### src/rtl/sin_meas_pkg.sv
// Shared types and default constants for the sine-tone measurement blocks.
package sin_meas_pkg;

   typedef enum logic [1:0] {
      ST_UNKNOWN = 2'd0,
      ST_LOW     = 2'd1,
      ST_HIGH    = 2'd2
   } cmp_state_e;

   localparam int unsigned CLK_HZ   = 12000000;
   localparam int unsigned ADC_W    = 10;
   localparam int unsigned MIDSCALE = 512;
   localparam int unsigned FREQ_W   = 16;

endpackage

### src/rtl/sin_schmitt_edge.sv
// Hysteresis comparator on unsigned sine samples; emits a registered one-cycle
// pulse on each low-to-high crossing.
module sin_schmitt_edge #(
   parameter int unsigned ADC_W    = sin_meas_pkg::ADC_W,
   parameter int unsigned MIDSCALE = sin_meas_pkg::MIDSCALE,
   parameter int unsigned HYST     = 16
) (
   input  logic             clk,
   input  logic             rst,
   input  logic             sample_valid,
   input  logic [ADC_W-1:0] sample,
   output logic             rise
);
   import sin_meas_pkg::*;

   localparam logic [ADC_W-1:0] THR_LO = ADC_W'(MIDSCALE - HYST);
   localparam logic [ADC_W-1:0] THR_HI = ADC_W'(MIDSCALE + HYST);

   cmp_state_e state_q, state_d;
   logic       rise_q, rise_d;

   always_comb begin
      state_d = state_q;
      rise_d  = 1'b0;
      if (sample_valid) begin
         case (state_q)
            ST_UNKNOWN: begin
               // Initial classification only; never produces an edge.
               if (sample <= THR_LO) begin
                  state_d = ST_LOW;
               end else if (sample >= THR_HI) begin
                  state_d = ST_HIGH;
               end
            end
            ST_LOW: begin
               if (sample >= THR_HI) begin
                  state_d = ST_HIGH;
                  rise_d  = 1'b1;
               end
            end
            ST_HIGH: begin
               if (sample <= THR_LO) begin
                  state_d = ST_LOW;
               end
            end
            default: state_d = ST_UNKNOWN;
         endcase
      end
   end

   always_ff @(posedge clk) begin
      if (rst) begin
         state_q <= ST_UNKNOWN;
         rise_q  <= 1'b0;
      end else begin
         state_q <= state_d;
         rise_q  <= rise_d;
      end
   end

   assign rise = rise_q;

endmodule

### src/rtl/sin_freq_meter.sv
// Gated frequency and edge-to-edge period meter for sampled sine tones.
// Define SIN_FREQ_METER_AVG_EN to report the mean of every 4 periods instead.
module sin_freq_meter #(
   parameter int unsigned GATE_CYCLES = sin_meas_pkg::CLK_HZ,
   parameter int unsigned MIDSCALE    = sin_meas_pkg::MIDSCALE,
   parameter int unsigned HYST        = 16,
   parameter int unsigned PERIOD_W    = 24
) (
   input  logic                             clk,
   input  logic                             rst,
   input  logic                             sample_valid,
   input  logic [sin_meas_pkg::ADC_W-1:0]   sample,
   output logic [sin_meas_pkg::FREQ_W-1:0]  freq_hz,
   output logic [PERIOD_W-1:0]              period_clks,
   output logic                             meas_valid,
   output logic                             period_valid,
   output logic                             signal_lost
);
   import sin_meas_pkg::*;

   localparam int unsigned GATE_W = (GATE_CYCLES > 1) ? $clog2(GATE_CYCLES) : 1;
   localparam logic [GATE_W-1:0]   GATE_LAST  = GATE_W'(GATE_CYCLES - 1);
   localparam logic [PERIOD_W-1:0] PERIOD_MAX = '1;
   localparam logic [FREQ_W-1:0]   FREQ_MAX   = '1;

   logic rise;

   sin_schmitt_edge #(
      .ADC_W    (ADC_W),
      .MIDSCALE (MIDSCALE),
      .HYST     (HYST)
   ) u_edge (
      .clk          (clk),
      .rst          (rst),
      .sample_valid (sample_valid),
      .sample       (sample),
      .rise         (rise)
   );

   logic [GATE_W-1:0]   gate_cnt_q, gate_cnt_d;
   logic [FREQ_W-1:0]   edge_cnt_q, edge_cnt_d, edge_next;
   logic [FREQ_W-1:0]   freq_q, freq_d;
   logic                meas_valid_q, meas_valid_d;
   logic [PERIOD_W-1:0] period_cnt_q, period_cnt_d, period_meas;
   logic [PERIOD_W-1:0] period_clks_q, period_clks_d;
   logic                period_valid_q, period_valid_d;
   logic                armed_q, armed_d;
   logic                lost_q, lost_d;
`ifdef SIN_FREQ_METER_AVG_EN
   logic [PERIOD_W+1:0] acc_q, acc_d, acc_sum;
   logic [1:0]          avg_cnt_q, avg_cnt_d;
   logic                avg_sat_q, avg_sat_d;
`endif

   always_comb begin
      edge_next   = (edge_cnt_q == FREQ_MAX) ? FREQ_MAX : edge_cnt_q + FREQ_W'(rise);
      period_meas = (period_cnt_q == PERIOD_MAX) ? PERIOD_MAX
                                                 : period_cnt_q + PERIOD_W'(1);

      gate_cnt_d     = gate_cnt_q + GATE_W'(1);
      edge_cnt_d     = edge_next;
      freq_d         = freq_q;
      meas_valid_d   = 1'b0;
      period_cnt_d   = period_meas;
      period_clks_d  = period_clks_q;
      period_valid_d = 1'b0;
      armed_d        = armed_q;
`ifdef SIN_FREQ_METER_AVG_EN
      acc_d     = acc_q;
      avg_cnt_d = avg_cnt_q;
      avg_sat_d = avg_sat_q;
      acc_sum   = acc_q + {2'b00, period_meas};
`endif

      // A rise on the wrap cycle is already folded into edge_next.
      if (gate_cnt_q == GATE_LAST) begin
         gate_cnt_d   = '0;
         freq_d       = edge_next;
         edge_cnt_d   = '0;
         meas_valid_d = 1'b1;
      end

      if (rise) begin
         period_cnt_d = '0;
         armed_d      = 1'b1;
         if (armed_q) begin
`ifdef SIN_FREQ_METER_AVG_EN
            avg_cnt_d = avg_cnt_q + 2'd1;
            if (avg_cnt_q == 2'd3) begin
               period_clks_d  = (avg_sat_q || period_meas == PERIOD_MAX) ? PERIOD_MAX
                                                                         : acc_sum[PERIOD_W+1:2];
               period_valid_d = 1'b1;
               acc_d          = '0;
               avg_sat_d      = 1'b0;
            end else begin
               acc_d     = acc_sum;
               avg_sat_d = avg_sat_q | (period_meas == PERIOD_MAX);
            end
`else
            period_clks_d  = period_meas;
            period_valid_d = 1'b1;
`endif
         end
      end

      // A rise zeroes the counter, so this also clears the flag on the next crossing.
      lost_d = (period_cnt_d == PERIOD_MAX);
   end

   always_ff @(posedge clk) begin
      if (rst) begin
         gate_cnt_q     <= '0;
         edge_cnt_q     <= '0;
         freq_q         <= '0;
         meas_valid_q   <= 1'b0;
         period_cnt_q   <= '0;
         period_clks_q  <= '0;
         period_valid_q <= 1'b0;
         armed_q        <= 1'b0;
         lost_q         <= 1'b0;
`ifdef SIN_FREQ_METER_AVG_EN
         acc_q          <= '0;
         avg_cnt_q      <= '0;
         avg_sat_q      <= 1'b0;
`endif
      end else begin
         gate_cnt_q     <= gate_cnt_d;
         edge_cnt_q     <= edge_cnt_d;
         freq_q         <= freq_d;
         meas_valid_q   <= meas_valid_d;
         period_cnt_q   <= period_cnt_d;
         period_clks_q  <= period_clks_d;
         period_valid_q <= period_valid_d;
         armed_q        <= armed_d;
         lost_q         <= lost_d;
`ifdef SIN_FREQ_METER_AVG_EN
         acc_q          <= acc_d;
         avg_cnt_q      <= avg_cnt_d;
         avg_sat_q      <= avg_sat_d;
`endif
      end
   end

   assign freq_hz      = freq_q;
   assign period_clks  = period_clks_q;
   assign meas_valid   = meas_valid_q;
   assign period_valid = period_valid_q;
   assign signal_lost  = lost_q;

endmodule

### config.mk
export PLATFORM = sky130hd
export DESIGN_NAME = sin_freq_meter
export DESIGN_NICKNAME = d
export VERILOG_FILES = /design/src/rtl/sin_meas_pkg.sv /design/src/rtl/sin_schmitt_edge.sv /design/src/rtl/sin_freq_meter.sv
export SDC_FILE = /design/constraint.sdc
export NUM_CORES = 1
export LEC_CHECK = 0
export BUFFER_PORTS_ARGS = -buffer_cell sky130_fd_sc_hd__buf_2
export CORE_AREA = 2 2 101 93
export CTS_CLUSTER_DIAMETER = 40
export DETAILED_ROUTE_END_ITERATION = 10
export DIE_AREA = 0 0 103 95
export PLACE_DENSITY = 0.74
export SLEW_MARGIN = 20
export SYNTH_ARGS = -nofsm -noshare
export SYNTH_HDL_FRONTEND = slang
export SYNTH_SLANG_ARGS = --single-unit
### constraint.sdc
create_clock -name clk -period 2.6 [get_ports clk]
set_input_delay 0.26 -clock clk [delete_from_list [all_inputs] [get_ports clk]]
set_output_delay 0.26 -clock clk [all_outputs]
set_load 0.03 [all_outputs]
==> results.yml <==
sta:
  fin_crit_sh: 0.882
  whs_ns: 0.186
  tns_ns: 0
  final_max_slew_viol_count: 0
  min_period_ns: 2.29
  tightest_slew_ns: 0.527
  setup_violations: 0
  finalHoldViolCount: 0
  finClkSkew_ns: 0.00943
  slew_headroom: 0.646
  rsz0062_at_grt: "no"
  finalWorstSetupSlack_ns: 0.307
  max_freq_mhz: 436
global_routing:
  grt_max_degree: 39
  antenna_found_initial: 0
  grt_usage: 0.214
  grt_pass1_vias: 3712
  grt.overflow.total: 0
  grt_pass1_wl_um: 16600
routing:
  vias_per_cell: 5.42
  routed_wl_um: 9630
  first_iter_violations: 163
  post_drt_wl_per_cell_um: 13.6
  drt.antenna.violating_nets: 0
  drc: 0
  drt_pass1_iterations: 4
  vias: 3827
synthesis:
  synth-simple-area-share: 0.274
  synth_cells: 531
  async_flop_share: 0
  synthMuxAreaShare: 0.0151
  synthXorXnorAreaFrac: 0.0836
  synth_nets: 548
  synth-compound-area-share: 0.110
  synth-edff-count: 0
  ys.flop_type: "dfxtp_1"
  ys_seq_elements: 111
  netlist_area_mm2: 0.00472
  synth_top_family_by_area: "simple AND/OR/NAND/NOR gates"
  netlist-cell-type-count: 49
  synth-adder-area-share: 0.0106
  yosysWarnings: 0
  yosysSeqAreaShare: 0.471
  syn_avg_cell_area_um2: 8.88
final_layout:
  layout_common_cells: "nor2_1, dfxtp_1, buf_2"
  syn_to_final_growth_pct: 11.5
  ff_latch_area_mm2: 0.00222
  nFillCells: 821
  diodes: 0
  drive_above_1_share: 0.164
  mostFrequentLayoutCell: "nor2_1"
  fin_nets: 596
  multi_input_area_mm2: 0.00233
cts:
  cts-root-buf: "clkbuf_8"
  cts_tree: "built"
  cts.sink_count: 111
  cts_hold_buf: 0
  cts_resized: 0
  cts_setup_buffers: 0
  clk_pin_slew_ns: 0.10
  clk_latency_ns: 0.37
  htreeDepth: 3
  numCtsBuffers: 9
  clockBufferDepth: 2
critical_path:
  worst-path-max-fanout: 5
  worst_setup_path_end_kind: "flip-flop"
  crit_chain: "nand4_2 > or4_4 > nor4_4 > mux2i_1 > nand4_1 > nor4_2"
  slowest_stage: "or4_4"
  cp_top_family: "simple AND/OR/NAND/NOR gates"
  path_buf_inv: 0
  cp_data_required_time_ns: 2.89
  start_kind: "flip-flop"
  max_stage_delay_ns: 0.59
  critical_path_class: "reg2reg"
  cp.arrival_ns: 2.58
placed_design:
  dp_slack_ns: 0.315
  port_buffers: 55
  gp_congestion: 0.885
  dp_hpwl_um: 6870
power_and_ir_drop:
  p_per_area_mw_per_mm2: 521
  p_leak_nw: 2.01
  p_total_mw: 2.74
  ir_drop_v: 0.000255
hold_path:
  min_path_type: "in2reg"
die:
  dieArea_mm2: 0.00979
  num_rows: 33
  die_h_um: 95
  dieWidth_um: 103
  start_util: 0.534
  num_io_pins: 56
  coreArea_mm2: 0.00884
job:
  drv_cap: 0
status:
  status: "completed"
==> area by class of cell <==
cell class	instances	area share
clock buffers	12	0.0276
well taps	122	0.0290
inverters	8	0.00571
clock inverters	4	0.00595
multi-input cells	384	0.443
flip-flops and latches	111	0.422
repair buffers	65	0.0666
==> worst reg2reg max path: cells and delay by family, from the launching register on <==
| kind | cells | cell delay (ns) |
|---|---|---|
| DFF | 1 | 0.43 |
| muxes | 1 | 0.31 |
| and+or+nand+nor | 5 | 1.47 |
==> synthesized netlist by cell type (3+ instances only) <==
| master | instances | area [µm²] |
|---|---|---|
| inv_1 | 8 | 30.0 |
| xnor2_1 | 20 | 175 |
| and4_1 | 8 | 70.1 |
| and2_1 | 6 | 37.5 |
| buf_2 | 7 | 35.0 |
| xor2_1 | 25 | 219 |
| or2_2 | 3 | 18.8 |
| nand3_1 | 16 | 80.1 |
| dfxtp_1 | 111 | 2220 |
| a211oi_1 | 23 | 173 |
| nand2_1 | 34 | 128 |
| nor3_1 | 15 | 75.1 |
| a21oi_1 | 19 | 95.1 |
| o21a_1 | 3 | 22.5 |
| nor2_1 | 117 | 439 |
| ha_1 | 4 | 50.1 |
| and3_1 | 8 | 50.1 |
| nor4_1 | 6 | 37.5 |
| nand4_1 | 16 | 100 |
| a311oi_1 | 10 | 87.6 |
| mux2i_1 | 6 | 60.1 |
| nor4_2 | 3 | 37.5 |
| nor2b_1 | 9 | 56.3 |
| o21ai_0 | 4 | 20.0 |
| clkbuf_1 | 16 | 60.1 |
==> power breakdown <==
group	switching, mW	total (mW)	internal [mW]
sequential	0.0119	1.72	1.71
clock	0.566	0.943	0.378
combinational	0.0490	0.0739	0.0249
total	0.626	2.74	2.11
==> sequential cells by signal, summed over array words and instances (netlist names) <==
signal,count
gate_cnt_q,24
period_clks,24
period_cnt_q,24
edge_cnt_q,16
freq_hz,16
u_edge.state_q,2
armed_q,1
meas_valid,1
period_valid,1
signal_lost,1
u_edge.rise,1
==> metal layers <==
metal  share of wire  GRT usage  wire length (µm)  up-vias
li1                -          -                 -     1949
met1            0.48      0.282              4630     1772
met2            0.45      0.339              4330       97
met3           0.056     0.0614               543        9
met4           0.014     0.0680               131        0
met5               0          0                 0        -
==> path summary, 6_finish.rpt <==
check | end | start | slack, ns | depth (start not counted)
setup / recovery | signal_lost | period_cnt_q[5] | 0.31 | 6
hold / removal | u_edge.state_q[0] | sample_valid | 0.19 | 3
setup reg to reg | signal_lost | period_cnt_q[5] | 0.31 | 6
hold reg to reg | gate_cnt_q[0] | gate_cnt_q[0] | 0.44 | 1
==> through the flow <==
step / util / cell area [µm²] / std cells
2_1_floorplan: - / 4720 / 531
3_3_place_gp: 0.575 / 5080 / 690
3_5_place_dp: 0.575 / 5080 / 690
4_1_cts: 0.595 / 5260 / 706
5_1_grt: 0.595 / 5260 / 706
6_report: 0.595 / 5260 / 706
==> logic make-up after synthesis <==
logic type,Yosys count
flip-flops,111
AND/OR/NAND/NOR,256
adder cells (fa/ha/maj),4
buffers and inverters,36
XOR/XNOR,45
multiplexers,7
AO/OA/AOI/OAI,72
No activity file was read; power rests on OpenSTA's default activity.
